--- src/rtl/timer_pkg.sv ---
// Shared constants for the BCD timer blocks: FSM state codes and digit limits.
package timer_pkg;

    localparam logic [1:0] IDLE    = 2'd0;
    localparam logic [1:0] RUN     = 2'd1;
    localparam logic [1:0] PAUSE   = 2'd2;
    localparam logic [1:0] EXPIRED = 2'd3;

    localparam logic [3:0] BCD_NINE = 4'd9;
    localparam logic [3:0] SECH_MAX = 4'd5;

    // Wrap value for digit position idx (0 = seconds units .. 3 = tens of minutes).
    function automatic logic [3:0] digit_wrap(input int idx, input int minh_max);
        case (idx)
            0:       digit_wrap = BCD_NINE;
            1:       digit_wrap = SECH_MAX;
            2:       digit_wrap = BCD_NINE;
            default: digit_wrap = 4'(minh_max);
        endcase
    endfunction

endpackage

--- src/rtl/bcd_digit_down.sv ---
// One BCD down-counting digit with synchronous load; borrow_out chains into the next digit.
module bcd_digit_down
    import timer_pkg::*;
#(
    parameter logic [3:0] WRAP_MAX = BCD_NINE
) (
    input  logic       clk,
    input  logic       rst_n,
    input  logic       dec,
    input  logic       load,
    input  logic [3:0] load_value,
    output logic [3:0] digit,
    output logic       borrow_out
);

    logic [3:0] digit_reg;

    always_ff @(posedge clk or negedge rst_n) begin
        if (!rst_n) begin
            digit_reg <= 4'd0;
        end else if (load) begin
            digit_reg <= load_value;
        end else if (dec) begin
            digit_reg <= (digit_reg == 4'd0) ? WRAP_MAX : digit_reg - 4'd1;
        end
    end

    assign digit      = digit_reg;
    assign borrow_out = dec && (digit_reg == 4'd0);

endmodule

--- src/rtl/countdown_mmss.sv ---
// MM:SS BCD countdown timer with load/start/stop control and a one-cycle Done pulse.
// Optional auto-reload on expiry is enabled by defining COUNTDOWN_AUTO_RELOAD_EN.
module countdown_mmss
    import timer_pkg::*;
#(
    parameter int MINH_MAX = 5
) (
    input  logic       CP,
    input  logic       nCR,
    input  logic       EN,
    input  logic       Load,
    input  logic [3:0] LdMinH,
    input  logic [3:0] LdMinL,
    input  logic [3:0] LdSecH,
    input  logic [3:0] LdSecL,
    input  logic       Start,
    input  logic       Stop,
    output logic [3:0] MinH,
    output logic [3:0] MinL,
    output logic [3:0] SecH,
    output logic [3:0] SecL,
    output logic       Busy,
    output logic       Done,
    output logic       LoadErr
);

    logic [1:0]       state_reg, state_next;
    logic             done_reg, load_err_reg;
    logic [3:0][3:0]  digit_vec, preset_vec, load_vec;
    logic [3:0]       dec_vec, borrow_vec;
    logic             preset_ok, load_accept, load_reject, load_now;
    logic             in_run, dec_tick, expiring, count_zero, start_ok, reload_now;
    logic             unused_borrow;

    assign preset_vec  = {LdMinH, LdMinL, LdSecH, LdSecL};
    assign preset_ok   = (LdMinH <= 4'(MINH_MAX)) && (LdMinL <= BCD_NINE) &&
                         (LdSecH <= SECH_MAX) && (LdSecL <= BCD_NINE);
    assign in_run      = (state_reg == RUN);
    assign load_accept = Load && !in_run && preset_ok;
    assign load_reject = Load && !in_run && !preset_ok;
    assign count_zero  = (digit_vec == 16'h0000);
    assign dec_tick    = in_run && EN && !Stop;
    assign expiring    = dec_tick && (digit_vec == 16'h0001);
    // A Load in the same cycle as Start keeps the state; only the digits change.
    assign start_ok    = Start && !Stop && !Load && !count_zero;

`ifdef COUNTDOWN_AUTO_RELOAD_EN
    logic [15:0] reload_reg;

    always_ff @(posedge CP or negedge nCR) begin
        if (!nCR) begin
            reload_reg <= 16'h0000;
        end else if (load_accept) begin
            reload_reg <= preset_vec;
        end
    end

    assign reload_now = expiring && (reload_reg != 16'h0000);
    assign load_vec   = reload_now ? reload_reg : preset_vec;
`else
    assign reload_now = 1'b0;
    assign load_vec   = preset_vec;
`endif

    assign load_now = load_accept || reload_now;
    assign dec_vec  = {borrow_vec[2:0], dec_tick};

    generate
        for (genvar gi = 0; gi < 4; gi++) begin : g_digit
            bcd_digit_down #(
                .WRAP_MAX (digit_wrap(gi, MINH_MAX))
            ) u_digit (
                .clk        (CP),
                .rst_n      (nCR),
                .dec        (dec_vec[gi]),
                .load       (load_now),
                .load_value (load_vec[gi]),
                .digit      (digit_vec[gi]),
                .borrow_out (borrow_vec[gi])
            );
        end
    endgenerate

    // The tens-of-minutes borrow never fires: expiry is caught at 00:01.
    assign unused_borrow = borrow_vec[3];

    always_comb begin
        state_next = state_reg;
        case (state_reg)
            IDLE, PAUSE: if (start_ok) state_next = RUN;
            RUN: begin
                if (Stop)                       state_next = PAUSE;
                else if (expiring && !reload_now) state_next = EXPIRED;
            end
            EXPIRED: if (load_accept) state_next = IDLE;
            default: state_next = IDLE;
        endcase
    end

    always_ff @(posedge CP or negedge nCR) begin
        if (!nCR) begin
            state_reg    <= IDLE;
            done_reg     <= 1'b0;
            load_err_reg <= 1'b0;
        end else begin
            state_reg    <= state_next;
            done_reg     <= expiring;
            load_err_reg <= load_reject;
        end
    end

    assign MinH    = digit_vec[3];
    assign MinL    = digit_vec[2];
    assign SecH    = digit_vec[1];
    assign SecL    = digit_vec[0];
    assign Busy    = (state_reg == RUN);
    assign Done    = done_reg;
    assign LoadErr = load_err_reg;

endmodule

--- config.mk ---
export PLATFORM = sky130hd
export DESIGN_NAME = countdown_mmss
export DESIGN_NICKNAME = d
export VERILOG_FILES = /design/src/rtl/timer_pkg.sv /design/src/rtl/bcd_digit_down.sv /design/src/rtl/countdown_mmss.sv
export SDC_FILE = /design/constraint.sdc
export NUM_CORES = 1
export LEC_CHECK = 0
export CAP_MARGIN = 25
export CORE_MARGIN = 1.5
export CORE_UTILIZATION = 45
export CTS_CLUSTER_DIAMETER = 120
export DETAILED_ROUTE_END_ITERATION = 16
export DONT_BUFFER_PORTS = 1
export PLACE_DENSITY = 0.6
export SYNTH_ARGS = -nofsm -noshare
export SYNTH_HDL_FRONTEND = slang
export SYNTH_SLANG_ARGS = --single-unit
--- constraint.sdc ---
create_clock -name CP -period 5.8 [get_ports CP]
set_clock_uncertainty 0.15 [all_clocks]
set_input_delay 0 -clock CP [delete_from_list [all_inputs] [get_ports CP]]
set_output_delay 0 -clock CP [all_outputs]
set_load 0.005 [all_outputs]
# After elaboration in Yosys (flattened, before gate mapping)
# Cells that the tools add are included.
# op_classes
eq_ne	7
addsub	4
reduce_logical	32
n_lt_le_gt_ge	4
mux	17
# op_table
op	n
2-to-1 mux 4 bit	12
equality test 16 x 1 -> 1 bit (second input constant)	1
zero test 16 bit	1
zero test 4 bit	4
subtractor 4 x 1 -> 4 bit (second input constant)	4
logical AND 1 bit	15
less-or-equal comparator 4 x 3 -> 1 bit (second input constant)	2
less-or-equal comparator 4 bit (second input constant)	2
2-to-1 mux 2 bit	4
nonzero test 2 bit	4
case mux 2 bit (3 select lines)	1
zero test 1 bit	5
equality test 2 bit (second input constant)	2
!= test 3 x 2 -> 1 bit (second input constant)	1
AND reduction 3 bit	1
equality test 2 x 1 -> 1 bit (second input constant)	1
zero test 2 bit	1
!= test 2 x 1 -> 1 bit (second input constant)	1
!= test 2 bit (second input constant)	1
OR reduction 2 bit	1
# totals
ff_bits	20

# Longest topological paths before layout
# Gate-level depths: netlist (run 1).
# depth
ltp_word	8
depth_mapped	6

# Modules after synthesis
# Synthesis (run 1) repeated with hierarchy kept, for this count alone.
# unflattened
hier_cells	119
hier_area_um2	1146.1
# by_module_without_submodules
module	cells_per_inst	area_per_inst_um2	n_inst	seq_area_each_um2
bcd_digit_down at g_digit[0].u_digit ...	22	231.5	2	100.1
bcd_digit_down at g_digit[1].u_digit ...	21	201.4	2	100.1
countdown_mmss	33	280.3	1	100.1

# Worst setup path after synthesis (run 1)
# No wires, ideal clock.
# synth_timing
kind	reg-to-reg
from	register g_digit[2].u_digit.digit_reg[0]
to	register g_digit[3].u_digit.digit_reg[1]
setup_slack_ps	3715
t_required_ps	5568
stages_incl_launch_ff	6
t_arrival_ps	1853
setup_time_ps	82
period_less_slack_ps	2085
cell_sequence	dfrtp_1 -> or4_4 -> buf_6 -> nand3b_4 -> or4_1 -> a31oi_1
# synth_between
elab_chain_len	3
# synth_rtl
element	line	text
start: declaration	bcd_digit_down.sv:16	logic [3:0] digit_reg;
start signal: assignment	bcd_digit_down.sv:22	digit_reg <= load_value;
start signal: assignment	bcd_digit_down.sv:24	digit_reg <= (digit_reg == 4'd0) ? WRAP_MAX : digit_reg - 4'd1;
zero test 4 bit	bcd_digit_down.sv:29	assign borrow_out = dec && (digit_reg == 4'd0);
logical AND 1 bit	bcd_digit_down.sv:29	
nonzero test 2 bit (no source line)	--	
end signal: assignment	bcd_digit_down.sv:22	
end signal: assignment	bcd_digit_down.sv:24	
end: declaration	bcd_digit_down.sv:16	
# No other way between the ends.
# A chain may end at the register's enable or synchronous reset.

# Worst setup path in the final report (run 1)
# layout_timing
from	register g_digit[3].u_digit.digit_reg[0]
to	register state_reg[1]
# layout_between
elab_chain_len	5
word_cells_on_any_way	8
cone_classes	eq/ne: 3; reduce/logical: 5
# layout_rtl
element	line	text
zero test 16 bit	countdown_mmss.sv:41	assign count_zero = (digit_vec == 16'h0000);
zero test 1 bit	countdown_mmss.sv:45	assign start_ok = Start && !Stop && !Load && !count_zero;
logical AND 1 bit	countdown_mmss.sv:45	
!= test 2 bit (no source line)	--	
AND reduction 3 bit (no source line) (*)	--	
end signal: assignment	countdown_mmss.sv:106	state_reg <= state_next;
end: declaration	countdown_mmss.sv:27	logic [1:0] state_reg, state_next;
# Mark *: on every way between the ends. The rest lies on a longest branch, timed or not.

==> results.md, run 1 <==
- CTS tree: built
- Avg Vias per Cell: 6.40
- Number of CTS-inserted buffers: 3
- Post-synthesis sequential area ratio: 43.1%
- Die area: 2900 um^2
- Post-synthesis cell count: 120
- Clock Path Buffers: 2
- First-pass GRT wire length: 4.93 mm
- Max reg flops: 16
- Starting density of the core: 47.3%
- Largest net degree at the start of global routing: 21
- Post-synth EDFFs: 0
- Antenna Cells: 0
- Clk Tree Root Cell: clkbuf_4
- Ys Warns: 0
- Number of synthesized register bits: 20
- Row count: 18
- Final setup viols: 0
- Clk sinks: 20
- Fin nets: 164
- CP arrival: 2.78 ns
- RSZ-0062 raised after global routing: false
- FILL cells: 221
- Final ANT Viol Nets: 0
- Final count of pins violating max slew: 0
- Layout cell share with drive strength beyond 1: 6.38%
- Final Util: 58.3%
- HPWL after DPL: 2.09 mm
- Multi-input logic area: 632 um^2
- Vias in the first global route: 1,114
- Die Ht: 53.8 um
- Post-Synthesis Net Count: 142
- Core footprint: 2450 um^2
- Register area: 500 um^2
- Fmax achieved: 365 MHz
- CP startpoint kind: register
- Die width: 53.8 um
- Outcome: finished, final reports clean
- Setup Buffers After CTS: 0
- H-tree levels: 1
- Routed wire length: 3.10 mm
- Slew headroom: 38.1%
- Pwr/cell area: 377 nW/um^2
- Placed instance count: 145
- Area delta synth->final: 23.0%
- Port bufs: 0
- Setup TNS: 0 ns
- Layout Cells excl Fill: 171
- Hold slack: 0.0193 ns
- Worst slew pin tran: 0.925 ns
- Area leader, netlist: dfrtp_1
- Crit Path Max Fanout: 5
- Fin. Hold Viols: 0
- Total gr overflow: 0
- Max-cap violations: 0
- Pre-antenna DRT Iters: 4
- Kind of critical path: register to register
- Synth top area cells: dfrtp_1, o21ai_0, nor2_1
- Tot Pwr: 0.000539 W
- Ys flop type: dfrtp_1
- Global Route Usage Sum: 23.4%
- Count leader, synth: dfrtp_1
- Asr flop ratio synth: 100%
- Final period utilization: 47.2%
- Highest ir drop seen on vdd: 0.213 mV
- CP endpoint kind: register
- Synth top area share: 43.1%
- Drt initial violations: 20
- Initial antenna violation count: 0
- Final Critical Period: 2.74 ns
- Syn_area_per_cell: 9.69 um^2
- Total number of vias: 1,094
- I/O pin count: 41
- Synth cell types: 44
- Pleak: 0.555 nW
- WL/cell: 18.1 um
- Clock slew at the register clock pins of the worst setup and hold paths: 0.12 ns
- GPL Wtd Cong: 0.775
- DR DRC count: 0
- Synthesized cell area: 1160 um^2
- Synth top cells by count: dfrtp_1, nor2_1, o21ai_0
- Worst hold path type: input pin to register
- WP data required: 5.84 ns
- Skew-Pair Late Insertion Delay: 0.30 ns
[critical path, stage by stage (launching register included)]
cell and delay [ns]:
dfrtp_1 0.44, or2_1 0.29, or4_1 0.46, o41a_1 0.42, dlygate4sd3_1 0.58, a2111oi_2 0.30
[layout make-up]
cell class | instances | area share (%)
clock buffers | 4 | 2.54
repair buffers | 22 | 15.4
multi-input cells | 94 | 44.2
flip-flops and latches | 20 | 35.0
inverters | 1 | 0.262
well taps | 30 | 2.62
[power by group]
group	switching [W]	leakage [nW]	internal [W]	total [W]
Sequential	0.0000932	0.250	0.000189	0.000282
Combinational	0.0000826	0.284	0.0000904	0.000173
Clock	0.0000452	0.0210	0.0000382	0.0000834
[layout by cell type, fill, tap and decap left out, types with 2 or more instances in the layout]
cell           netlist  layout
nand3_1              7       7
nand2_1              8       8
o31ai_1              2       2
o211ai_1             2       2
nor4_1               3       3
o41a_1               2       2
o21ai_0             10      10
nor3_1               7       7
or4_1                4       4
dfrtp_1             20      20
xnor2_1              3       3
and3_1               2       2
dlygate4sd3_1        0      22
o211a_1              2       2
nor2_1              10      10
nand2b_1             2       2
clkbuf_4             0       3
nand4_1              2       2
a31oi_1              4       4
[timing repair]
| item | 4_1_cts | 5_1_grt |
|---|---|---|
| resized for setup | 0 | 0 |
| hold endpoints to repair | 38 | 0 |
| hold buffers | 22 | 0 |
[per-stage QoR]
step	cell area [um^2]	setup slack, ns
final	1430	3.06
after floorplan	1160	3.71
after detailed placement	1170	3.45
after CTS	1430	3.05
after global placement	1170	3.51
after global routing	1430	2.93
[cell families after synthesis]
kind of cell	synth area share, %
AO/OA/AOI/OAI	21.6
XOR/XNOR	2.26
buffers and inverters	2.58
flip-flops	43.1
multiplexers	0.969
AND/OR/NAND/NOR	29.5
[worst paths after layout]
path / startpoint / end / depth (start not counted) / slack (ns)
worst max register to register: g_digit[3].u_digit.digit[0]$_DFFE_PN0P_ / state_reg[1]$_DFFE_PN0P_ / 5 / 3.06
worst max-delay path: g_digit[3].u_digit.digit[0]$_DFFE_PN0P_ / state_reg[1]$_DFFE_PN0P_ / 5 / 3.06
worst min-delay path: Load / g_digit[0].u_digit.digit[3]$_DFFE_PN0P_ / 3 / 0.02
max in group asynchronous: nCR / g_digit[0].u_digit.digit[0]$_DFFE_PN0P_ / 1 / 4.82
worst min register to register: g_digit[3].u_digit.digit[3]$_DFFE_PN0P_ / g_digit[3].u_digit.digit[3]$_DFFE_PN0P_ / 1 / 0.46
min in group asynchronous: nCR / g_digit[2].u_digit.digit[1]$_DFFE_PN0P_ / 1 / 0.12
[metal layers]
layer  global-route usage [%]  routed length, um  vias to the layer above
met2                     42.5               1650                       32
met5                        0                  0                        -
met1                     27.9               1300                      543
met4                     6.41                 12                        0
met3                     4.44                135                        2
li1                         -                  -                      517
(Power assumes the default switching activity.)
==> run 2: changes to the inputs <==
Settings changed: ABC_AREA set to 1, PLACE_DENSITY 0.6 to 0.62.
Clock period 5.8 ns to 2.4 ns, I/O delays scaled along.
==> results.md, run 2 <==
- Post-synthesis cell count: 178
- Antenna Cells: 0
- DR DRC count: 0
- Layout cell share with drive strength beyond 1: 11.4%
- Synth Area in Adders: 0%
- Syn_area_per_cell: 7.26 um^2
- Skew-Pair Late Insertion Delay: 0.30 ns
- Design area: 1660 um^2
- Layout Cells excl Fill: 241
- Fmax achieved: 458 MHz
- Fin. Hold Viols: 0
- Total gr overflow: 0
- WP data required: 2.50 ns
- Final Critical Period: 2.19 ns
- Clock Path Buffers: 2
- Placed instance count: 206
- Final ANT Viol Nets: 0
- Drt initial violations: 52
- Row count: 19
- Multi-input logic area: 698 um^2
- Synth cell types: 29
- Core footprint: 2730 um^2
- Final period utilization: 91.1%
- Outcome: finished, final reports clean
- Number of CTS-inserted buffers: 3
- CP arrival: 2.28 ns
- Synth top cells by count: nand2_1, dfrtp_1, nand3_1
- CP peak stage delay: 0.55 ns
- CP Capture Point: g_digit[2].u_digit.digit[1]$_DFFE_PN0P_
- Crit Path Max Fanout: 22
- CTS tree: built
- Die Ht: 56.6 um
- Area leader, netlist: dfrtp_1
- Max-cap violations: 0
- Final setup viols: 0
- H-tree levels: 1
- Total number of vias: 1,256
- Kind of critical path: register to register
- I/O pin count: 41
- Post-synthesis sequential area ratio: 38.7%
- R2R Setup Slk: 0.21 ns
- Synthesized cell area: 1290 um^2
- Placed inst area: 1300 um^2
- CP startpoint kind: register
- Die area: 3200 um^2
- Critical Path Source: state_reg[0]$_DFFE_PN0P_
- Pleak: 0.845 nW
- Worst R2R Start: state_reg[0]$_DFFE_PN0P_
- Avg Vias per Cell: 5.21
- Cell depth of the worst flop-to-flop path: 8
- HPWL after DPL: 2.17 mm
- RSZ-0062 raised after global routing: false
- Final count of pins violating max slew: 0
- Largest net degree at the start of global routing: 23
- Clk sinks: 20
- Slew headroom: 72.5%
- Crit-path cells: inv_2 > nor2_4 > nor2_4 > nand3_4 > inv_2 > nand2_1 > nand3_1 > dlygate4sd3_1
- Die width: 56.6 um
- Largest family of logic cells by synthesized area: simple AND/OR/NAND/NOR gates
- Pwr/cell area: 976 nW/um^2
- Fin nets: 233
- Number of synthesized register bits: 20
- FILL cells: 256
- Pre-antenna DRT Iters: 4
- Reg2reg end: g_digit[2].u_digit.digit[1]$_DFFE_PN0P_
- Asr flop ratio synth: 100%
- Worst hold path type: input pin to register
- CP endpoint kind: register
- Routed wire length: 3.13 mm
- Ys flop type: dfrtp_1
- Clock slew at the register clock pins of the worst setup and hold paths: 0.12 ns
- Simple-Gate Fraction of Synth Area: 42.8%
- Max reg flops: 16
- Synth top area cells: dfrtp_1, nand2_1, nand3_1
- Global Route Usage Sum: 21.2%
- Clk Tree Root Cell: clkbuf_4
- WL/cell: 13.0 um
- XOR/XNOR Fraction of Synth Area: 0.678%
- Most common cell after layout, fill and taps aside: nand2_1
- Slowest-stage cell, CP: dlygate4sd3_1
- Port bufs: 0
- Post-synth EDFFs: 0
- First-pass GRT wire length: 5.36 mm
- Register area: 500 um^2
- Post-Synthesis Net Count: 200
- Starting density of the core: 47.3%
- Ys Warns: 0
- Compound-cell area share of the yosys netlist: 9.97%
- Worst slew pin tran: 0.411 ns
- GPL Wtd Cong: 0.842
- Mux share of post-synthesis cell area: 0%
- Vias in the first global route: 1,234
- Commonest cells after routing, fill and taps aside: nand2_1, dlygate4sd3_1, dfrtp_1, nand3_1, nor2_1
- Highest ir drop seen on vdd: 0.621 mV
- Synth top area share: 38.7%
- Initial antenna violation count: 0
- Setup TNS: 0 ns
- Count leader, synth: nand2_1
- Area delta synth->final: 28.2%
## run 2: worst max-delay path, delay by kind of cell (launching register included)
family | cells | cell delay (ns)
buf+inv | 3 | 0.94
flops | 1 | 0.45
simple gates | 5 | 0.58
## run 2: cell type report
class | count | area share (%)
Sequential cell | 20 | 30.2
Multi-Input combinational cell | 136 | 42.1
Clock buffer | 4 | 2.19
Timing Repair Buffer | 31 | 18.8
Inverter | 19 | 4.31
Tap cell | 31 | 2.34
## run 2: logic make-up after synthesis
kind of cell,after synthesis
buffers and inverters,22
AOI/OAI and AO/OA,20
and+or+nand+nor,115
xor gates and xnor gates,1
DFF,20
## run 2: metrics by stage
stage	utilization [%]	power [W]	setup WS (ns)	hold slack, ns
floorplan	-	0.00115	0.940	-0.446
global placement	47.6	0.00126	0.600	-0.445
detailed placement	47.6	0.00128	0.517	-0.445
CTS	59.5	0.00161	0.0336	0.161
global route	60.6	0.00177	0.00968	0.177
finish	60.6	0.00162	0.215	0.131
## run 2: repair_timing
action | 4_1_cts | 5_1_grt
hold buffers | 29 | 1
endpoints found under the setup margin | 0 | 5
endpoints found under the hold margin | 39 | 7
resized for setup | 0 | 1
setup buffers | 0 | 0
## run 2: worst min path at each step
stage | from | endpoint | slack, ns | cells past startpoint
6_report | LdMinH[3] | g_digit[3].u_digit.digit[1]$_DFFE_PN0P_ | 0.13 | 5
5_1_grt | LdMinH[3] | g_digit[3].u_digit.digit[1]$_DFFE_PN0P_ | 0.18 | 5
4_1_cts | nCR | g_digit[2].u_digit.digit[3]$_DFFE_PN0P_ | 0.16 | 1
3_5_place_dp | nCR | g_digit[2].u_digit.digit[3]$_DFFE_PN0P_ | -0.45 | 0
3_3_place_gp | nCR | g_digit[2].u_digit.digit[1]$_DFFE_PN0P_ | -0.45 | 0
2_1_floorplan | nCR | Done$_DFF_PN0_ | -0.45 | 0
## run 2: layer usage
layer  global-route usage (%)  share of wire [%]  up-vias
met5                        0                  0        -
li1                         -                  -      632
met2                     35.9                 49       38
met3                     5.07                5.8        6
met4                     8.16                2.0        0
met1                     25.8                 43      580
## run 2: power by group
group          internal (W)  leakage [nW]  total, W  switching (W)
registers          0.000464         0.254  0.000651       0.000187
logic              0.000355         0.570  0.000765       0.000409
clock network     0.0000925        0.0210  0.000202       0.000109
total              0.000912         0.845   0.00162       0.000706
